<file path="src/rtl/icache_pkg.sv">
// icache_pkg: shared constants and FSM state type for the i-cache fill path
package icache_pkg;
   localparam int LINE_BITS     = 256;
   localparam int BEAT_BITS     = 32;
   localparam int BEATS         = LINE_BITS / BEAT_BITS;
   localparam int CNT_W         = 3;
   localparam int LINE_OFS_BITS = 5;
   localparam int ADDR_W        = 15;
   typedef enum logic [2:0] {IDLE, REQ, RECV, ACK, DRAIN} state_t;
endpackage

</file>
<file path="src/rtl/fill_line_buf.sv">
// fill_line_buf: beat counter and 256-bit line assembly register
module fill_line_buf
   import icache_pkg::*;
(
   input  logic                 clk,
   input  logic                 rst,
   input  logic                 i_clr,
   input  logic                 i_wr_en,
   input  logic                 i_rvalid,
   input  logic [BEAT_BITS-1:0] i_rdata,
   output logic [LINE_BITS-1:0] o_line,
   output logic                 o_last_beat
);
   logic [CNT_W-1:0]     r_cnt;
   logic [LINE_BITS-1:0] r_line;
   logic [BEATS-1:0]     w_we;
   always_comb begin
      w_we = '0;
      for (int k = 0; k < BEATS; k++) w_we[k] = i_wr_en && i_rvalid && r_cnt == CNT_W'(k);
   end
   always_ff @(posedge clk) begin
      if (rst || i_clr) r_cnt <= '0;
      else if (i_rvalid) r_cnt <= r_cnt + 1'b1;
      if (rst) r_line <= '0;
      else for (int k = 0; k < BEATS; k++) if (w_we[k]) r_line[k*BEAT_BITS +: BEAT_BITS] <= i_rdata;
   end
   assign o_line      = r_line;
   assign o_last_beat = i_rvalid && r_cnt == CNT_W'(BEATS - 1);
endmodule

</file>
<file path="src/rtl/icache_fill_ctrl.sv">
// icache_fill_ctrl: line-miss sequencer issuing one bus read and assembling eight beats
module icache_fill_ctrl
   import icache_pkg::*;
(
   input  logic                 clk,
   input  logic                 rst,
   input  logic                 i_ic_miss,
   input  logic [ADDR_W-1:0]    i_ic_miss_addr,
   input  logic                 i_flush,
   output logic                 o_mem_req,
   output logic [ADDR_W-1:0]    o_mem_addr,
   input  logic                 i_mem_gnt,
   input  logic                 i_mem_rvalid,
   input  logic [BEAT_BITS-1:0] i_mem_rdata,
   output logic [LINE_BITS-1:0] o_ic_fill_data,
   output logic                 o_ic_miss_ack,
   output logic                 o_busy
);
   state_t            r_state;
   logic              r_mem_req, r_ack, r_busy, r_abort;
   logic [ADDR_W-1:0] r_addr;
   logic              w_accept, w_rx, w_last;
   assign w_accept = r_state == IDLE && i_ic_miss && !i_flush;
   assign w_rx     = i_mem_rvalid && (r_state == RECV || r_state == DRAIN);
   fill_line_buf u_buf (
      .clk         (clk),
      .rst         (rst),
      .i_clr       (w_accept),
      .i_wr_en     (r_state == RECV),
      .i_rvalid    (w_rx),
      .i_rdata     (i_mem_rdata),
      .o_line      (o_ic_fill_data),
      .o_last_beat (w_last)
   );
   // A completed line wins over a same-cycle flush so the bus never sees a stray extra drain.
   always_ff @(posedge clk) begin
      if (rst) begin
         r_state   <= IDLE;
         r_mem_req <= 1'b0;
         r_ack     <= 1'b0;
         r_busy    <= 1'b0;
         r_abort   <= 1'b0;
         r_addr    <= '0;
      end else begin
         r_ack <= 1'b0;
         case (r_state)
            IDLE: if (w_accept) begin
               r_addr    <= {i_ic_miss_addr[ADDR_W-1:LINE_OFS_BITS], LINE_OFS_BITS'(0)};
               r_state   <= REQ;
               r_mem_req <= 1'b1;
               r_busy    <= 1'b1;
            end
            REQ: begin
               if (i_flush) r_abort <= 1'b1;
               if (i_mem_gnt) begin
                  r_mem_req <= 1'b0;
                  r_state   <= (r_abort || i_flush) ? DRAIN : RECV;
               end
            end
            RECV: if (w_last) begin
               r_state <= ACK;
               r_ack   <= 1'b1;
            end else if (i_flush) r_state <= DRAIN;
            ACK: begin
               r_state <= IDLE;
               r_busy  <= 1'b0;
            end
            DRAIN: if (w_last) begin
               r_state <= IDLE;
               r_busy  <= 1'b0;
               r_abort <= 1'b0;
            end
            default: begin
               r_state   <= IDLE;
               r_mem_req <= 1'b0;
               r_busy    <= 1'b0;
            end
         endcase
      end
   end
   assign o_mem_req     = r_mem_req;
   assign o_mem_addr    = r_addr;
   assign o_ic_miss_ack = r_ack;
   assign o_busy        = r_busy;
endmodule

</file>
<file path="config.mk">
export PLATFORM = sky130hd
export DESIGN_NAME = icache_fill_ctrl
export DESIGN_NICKNAME = d
export VERILOG_FILES = /design/src/rtl/icache_pkg.sv /design/src/rtl/fill_line_buf.sv /design/src/rtl/icache_fill_ctrl.sv
export SDC_FILE = /design/constraint.sdc
export NUM_CORES = 1
export LEC_CHECK = 0
export ABC_AREA = 1
export CAP_MARGIN = 20
export CORE_ASPECT_RATIO = 1.2
export CORE_MARGIN = 10
export CORE_UTILIZATION = 41
export DETAILED_ROUTE_END_ITERATION = 10
export PLACE_DENSITY = 0.87
export SLEW_MARGIN = 0
export SYNTH_ARGS = -nofsm -noshare
export SYNTH_HDL_FRONTEND = slang
export SYNTH_SLANG_ARGS = --single-unit
</file>
<file path="constraint.sdc">
create_clock -name clk -period 1.6 [get_ports clk]
set_input_delay 0.16 -clock clk [delete_from_list [all_inputs] [get_ports clk]]
set_output_delay 0.16 -clock clk [all_outputs]
set_load 0.05 [all_outputs]
</file>
Yosys cells after proc, flatten, opt, wreduce, memory -nomap -nowiden
Cells that the tools add are included.

Reduce and logical (&&, ||, !) cells: 28. Equal/unequal tests: 16. Bitwise gates (word level): 3. Mux-type cells: 15. Add/subtract/negate cells: 1.

Operator list (count): 2-to-1 mux 3 bit (6); == test 3 bit (second input constant) (5); logical AND 1 bit (13); == test 3 x 2 -> 1 bit (second input constant) (4); case mux 3 bit (4 select lines) (1); AND reduction 3 bit (3); == test 3 x 1 -> 1 bit (second input constant) (2); logical NOT 3 bit (2); case mux 1 bit (3 select lines) (2); 2-to-1 mux 1 bit (5); != test 2 x 1 -> 1 bit (second input constant) (2); != test 2 bit (second input constant) (2); AND reduction 4 bit (1); OR reduction 2 bit (2); adder 3 x 1 -> 3 bit (second input constant) (1); logical OR 1 bit (3); != test 3 bit (second input constant) (1); NOT 1 bit (3); OR reduction 3 bit (1); case mux 1 bit (2 select lines) (1); AND reduction 2 bit (1); nonzero test 2 bit (1); logical NOT 1 bit (1).

Word-level logic and storage cells: 78. Bits of input ports: 53. Output and inout bits: 274. Register bits after elaboration: 276.

Depth between registers and ports, before layout
Word-level depth: 6. Gate-level depth with buffers: 9.

Modules after synthesis
Synthesis repeated with hierarchy kept, for this count alone.

Cells, all modules: 1506. Area, all modules: 10807.9 µm².

By module, submodules not included: fill_line_buf (cells each 1393, sequential area each 5185.0 µm², instances 1, area each 9994.6 µm²); icache_fill_ctrl (cells each 113, sequential area each 340.3 µm², instances 1, area each 813.3 µm²).

Least setup slack after synthesis
OpenSTA, ideal clock, no wires.

Path kind: register -> register. Start: register u_buf.r_cnt[2]. End: register u_buf.r_line[118], in the netlist u_buf.o_line[118]. Setup time: 0.070 ns. Path slack: 0.069 ns. Arrival: 1.460 ns. Period minus slack after synthesis: 1.531 ns. Stages on the path, launching flop included: 8. Data required time: 1.530 ns. Path buffers: 2. Path through: dfxtp_1 -> inv_1 -> ha_1 -> buf_2 -> nand2_1 -> clkbuf_1 -> nand2_1 -> a21oi_1.

Longest elaborated chain between the ends: 2.

Ends and longest elaborated chain: start, declared (line fill_line_buf.sv:14) `logic [CNT_W-1:0] r_cnt;`; start signal, assigned (line fill_line_buf.sv:23) `else if (i_rvalid) r_cnt <= r_cnt + 1'b1;`; == test 3 x 2 -> 1 bit (line fill_line_buf.sv:19) `for (int k = 0; k < BEATS; k++) w_we[k] = i_wr_en && i_rvalid && r_cnt == CNT_W'(k);`; logical AND 1 bit (line fill_line_buf.sv:19); end signal, assigned (line fill_line_buf.sv:24) `if (rst) r_line <= '0;`; end, declared (line fill_line_buf.sv:15) `logic [LINE_BITS-1:0] r_line;`.

No other way between the ends. A chain may end at the register's enable or synchronous reset.

Final worst setup path
Start: register u_buf.r_cnt[0]. End: register u_buf.r_line[84], in the netlist u_buf.o_line[84].

Same word-level chain as after synthesis.

==> results.cfg <==
[clock_tree]
clk_transition_reported_paths_ns = 0.07
ctsHtreeMaxLevel = 1
cts_made_buffers = 27
tritoncts = yes
cts.sink_count = 276
worstSkewPairLatency_ns = 0.53
clock_path_buffers = 3
root_buffer = sky130_fd_sc_hd__clkbuf_16

[logic_synthesis]
synthesis.area_sq_um = 9971
netlist_top_cells_count = sky130_fd_sc_hd__nor2_1 (411), sky130_fd_sc_hd__dfxtp_1 (276), sky130_fd_sc_hd__o21ai_0 (146)
synth_top_area_cell = sky130_fd_sc_hd__dfxtp_1
synth_top_flop_cell = sky130_fd_sc_hd__dfxtp_1
synth_async_sr_flop_share_pct = 0
postSynthCellCount = 1252
synthMostInstantiatedCell = sky130_fd_sc_hd__nor2_1
ys_top_cells_by_area = sky130_fd_sc_hd__dfxtp_1 (55%), sky130_fd_sc_hd__nor2_1 (15%), sky130_fd_sc_hd__o21ai_0 (7.3%), sky130_fd_sc_hd__a21oi_1 (3.7%), sky130_fd_sc_hd__nand3_1 (3.5%)
syn_avg_cell_area_sq_um = 7.964
synth_top_area_share_pct = 55.41
synth-seq-area-share_pct = 55.41
yosys_register_bits = 276
synth_warnings = 0
synth_enable_flop_cells = 0
synthDistinctLibCells = 25

[setup_path]
worstReg2RegEnd = u_buf.o_line[84]
critPathRequiredTime_ns = 2.02
setup.worst_path.end = u_buf.o_line[84]
worst-endpoint-arrival_ns = 2.01
cp_max_fo = 7
critPathLaunch = u_buf.r_cnt[0]
reg2reg_slack_ns = 0.004
criticalPathCategory = flop to flop
r2r_start = u_buf.r_cnt[0]
r2r_depth = 7
setup.worst_path.end_class = flop
crit_path_start_kind = flop

[drt]
dr_total_vias = 10080
routed_wl_um = 38400
routedWlPerCell_um = 19.99
drc = 0
postRouteAntennaNets = 0
avgViaCountPerCell = 5.249
drt_pre_antenna_iters = 5
detailedRoute.firstIterationViolations = 787

[final_layout]
ant_diodes = 0
drive_gt1_share_pct = 27.48
fill_cells = 2007
layout_cell_area_excl_fill_sq_um = 14270
layout-area-overhead-vs-synth_pct = 43.09
final_nets = 1642

[min_path]
min_delay_path_depth = 4
tightest_hold_check_type = input pin to flop

[placement]
detailed_place_hpwl_um = 26600
count_of_buffers_from_port_buffering = 316
place.gp.congestion = 0.8703
placed_cell_area_sq_um = 12940

[power]
power_density_nw_per_um2 = 1026
p_leak_uw = 0.005889
max-vdd-ir-drop_mv = 0.9479

[global_route]
track_usage_pct = 22.38
global_route.overflow_total = 0
grt_start_max_net_pins = 74
groute.layer.met1.usage_pct = 24.17
global_route.peak_usage_layer = met2
grt_use_met2_pct = 38.09
initial_antenna_violation_count = 0
met3_usage_pct = 7.041
vias_in_the_first_global_route = 9784
grt_first_pass_wirelength_um = 55200

[floorplanning]
dieArea_sq_um = 30980
core-area_sq_um = 23970
chipHeight_um = 190.8
num_rows = 62
pin_count = 327
start_util_pct = 41.60
die-width_um = 162.4

[sta]
timing.fmax_mhz = 626.7
final_number_of_setup_violating_endpoints = 0
min_period_over_period_pct = 99.73
slew_at_the_pin_with_the_worst_max_slew_slack_ns = 0.7927
grt_setup_unrepaired = yes
slew_limit_headroom_pct = 47.15
period_needed_ns = 1.596
hold_ws_ns = 0.03895
final-max-slew-violation-count = 0
final-hold-violation-count = 0
fin_skew_ns = 0.01366

[status]
status = complete, no violations

[job]
drv_cap = 0
through the flow:
stage	setup slack, ns	util (%)	cells	total power [uW]	TNS, ns
global placement	-0.1470	53.98	1856	8445	-21.11
detailed placement	-0.2203	53.98	1856	8481	-28.51
global route	-0.07732	59.52	1921	15100	-1.091
finish	0.004265	59.52	1921	14630	0
floorplan	0.06934	-	1256	7961	0
CTS	0.006147	57.59	1903	14630	0
worst min path at each step:
stage	startpoint	endpoint	slack [ns]
CTS	rst	u_buf.o_line[190]	0.04
finish	rst	u_buf.o_line[80]	0.04
detailed placement	u_buf.o_line[99]	u_buf.o_line[99]	0.45
global placement	u_buf.o_line[99]	u_buf.o_line[99]	0.45
global route	rst	u_buf.o_line[80]	0.06
floorplan	i_mem_rdata[17]	u_buf.o_line[145]	0.31
final cells by class:
class	count	area, sq um	share of cell area (%)
inverter	21	93.84	0.6577
timing repair buffer	391	3383	23.71
tap	320	400.4	2.806
multi-input combinational	866	4004	28.06
clock inverter	10	102.6	0.7191
sequential	276	5530	38.76
clock buffer	37	753.2	5.279
critical path, stage by stage (launching register included):
cell and delay (ns):
sky130_fd_sc_hd__dfxtp_2 0.36, sky130_fd_sc_hd__inv_1 0.09, sky130_fd_sc_hd__ha_1 0.27, sky130_fd_sc_hd__nand3_4 0.23
sky130_fd_sc_hd__clkinv_8 0.13, sky130_fd_sc_hd__clkbuf_16 0.19, sky130_fd_sc_hd__nor2_1 0.16, sky130_fd_sc_hd__nor2_1 0.07
logic make-up after synthesis:
kind of cell	synth area share, %
flip-flops	55.41
adder cells (fa/ha/maj)	0.7529
buffers and inverters	6.375
other	0.03761
AO/OA/AOI/OAI	14.05
AND/OR/NAND/NOR	23.37
what timing repair did:
item / in CTS / in global routing
gates cloned: 0 / 6
buffers inserted: 0 / 12
hold buffers: 0 / 0
setup endpoints to repair: 4 / 146
gates resized for setup: 1 / 64
pin swaps: 0 / 21
layer usage:
layer / vias to the layer above / share of wire [%]
li1: 4721 / -
met2: 497 / 49
met3: 134 / 10
met4: 0 / 5.4
met1: 4731 / 36
met5: - / 0
registers in the layout, summed over array words and instances, names as in the netlist:
name and flops:
u_buf.o_line 256, o_mem_addr 10, r_state 3, u_buf.r_cnt 3, o_busy 1, o_ic_miss_ack 1
o_mem_req 1, r_abort 1
layout by cell type (no fill, tap or decap), drive strengths merged:
cell type	instances
nor2	412
clkinvlp	1
conb	5
or2	2
clkdlybuf4s50	46
nand3b	1
nand3	76
clkinv	9
dfxtp	276
clkbuf	42
o21ai	204
nand4	1
nand2	83
buf	340
a21oi	73
a211oi	2
ha	6
inv	19
bufinv	2
nand2b	1
power breakdown:
group	switching, uW	leakage, uW	internal (uW)
clock	2630	0.000424	3600
combinational	939	0.00324	438
sequential	63.4	0.00223	6970
total	3630	0.00589	11000
Note: power is estimated with default switching activity, not from simulation.
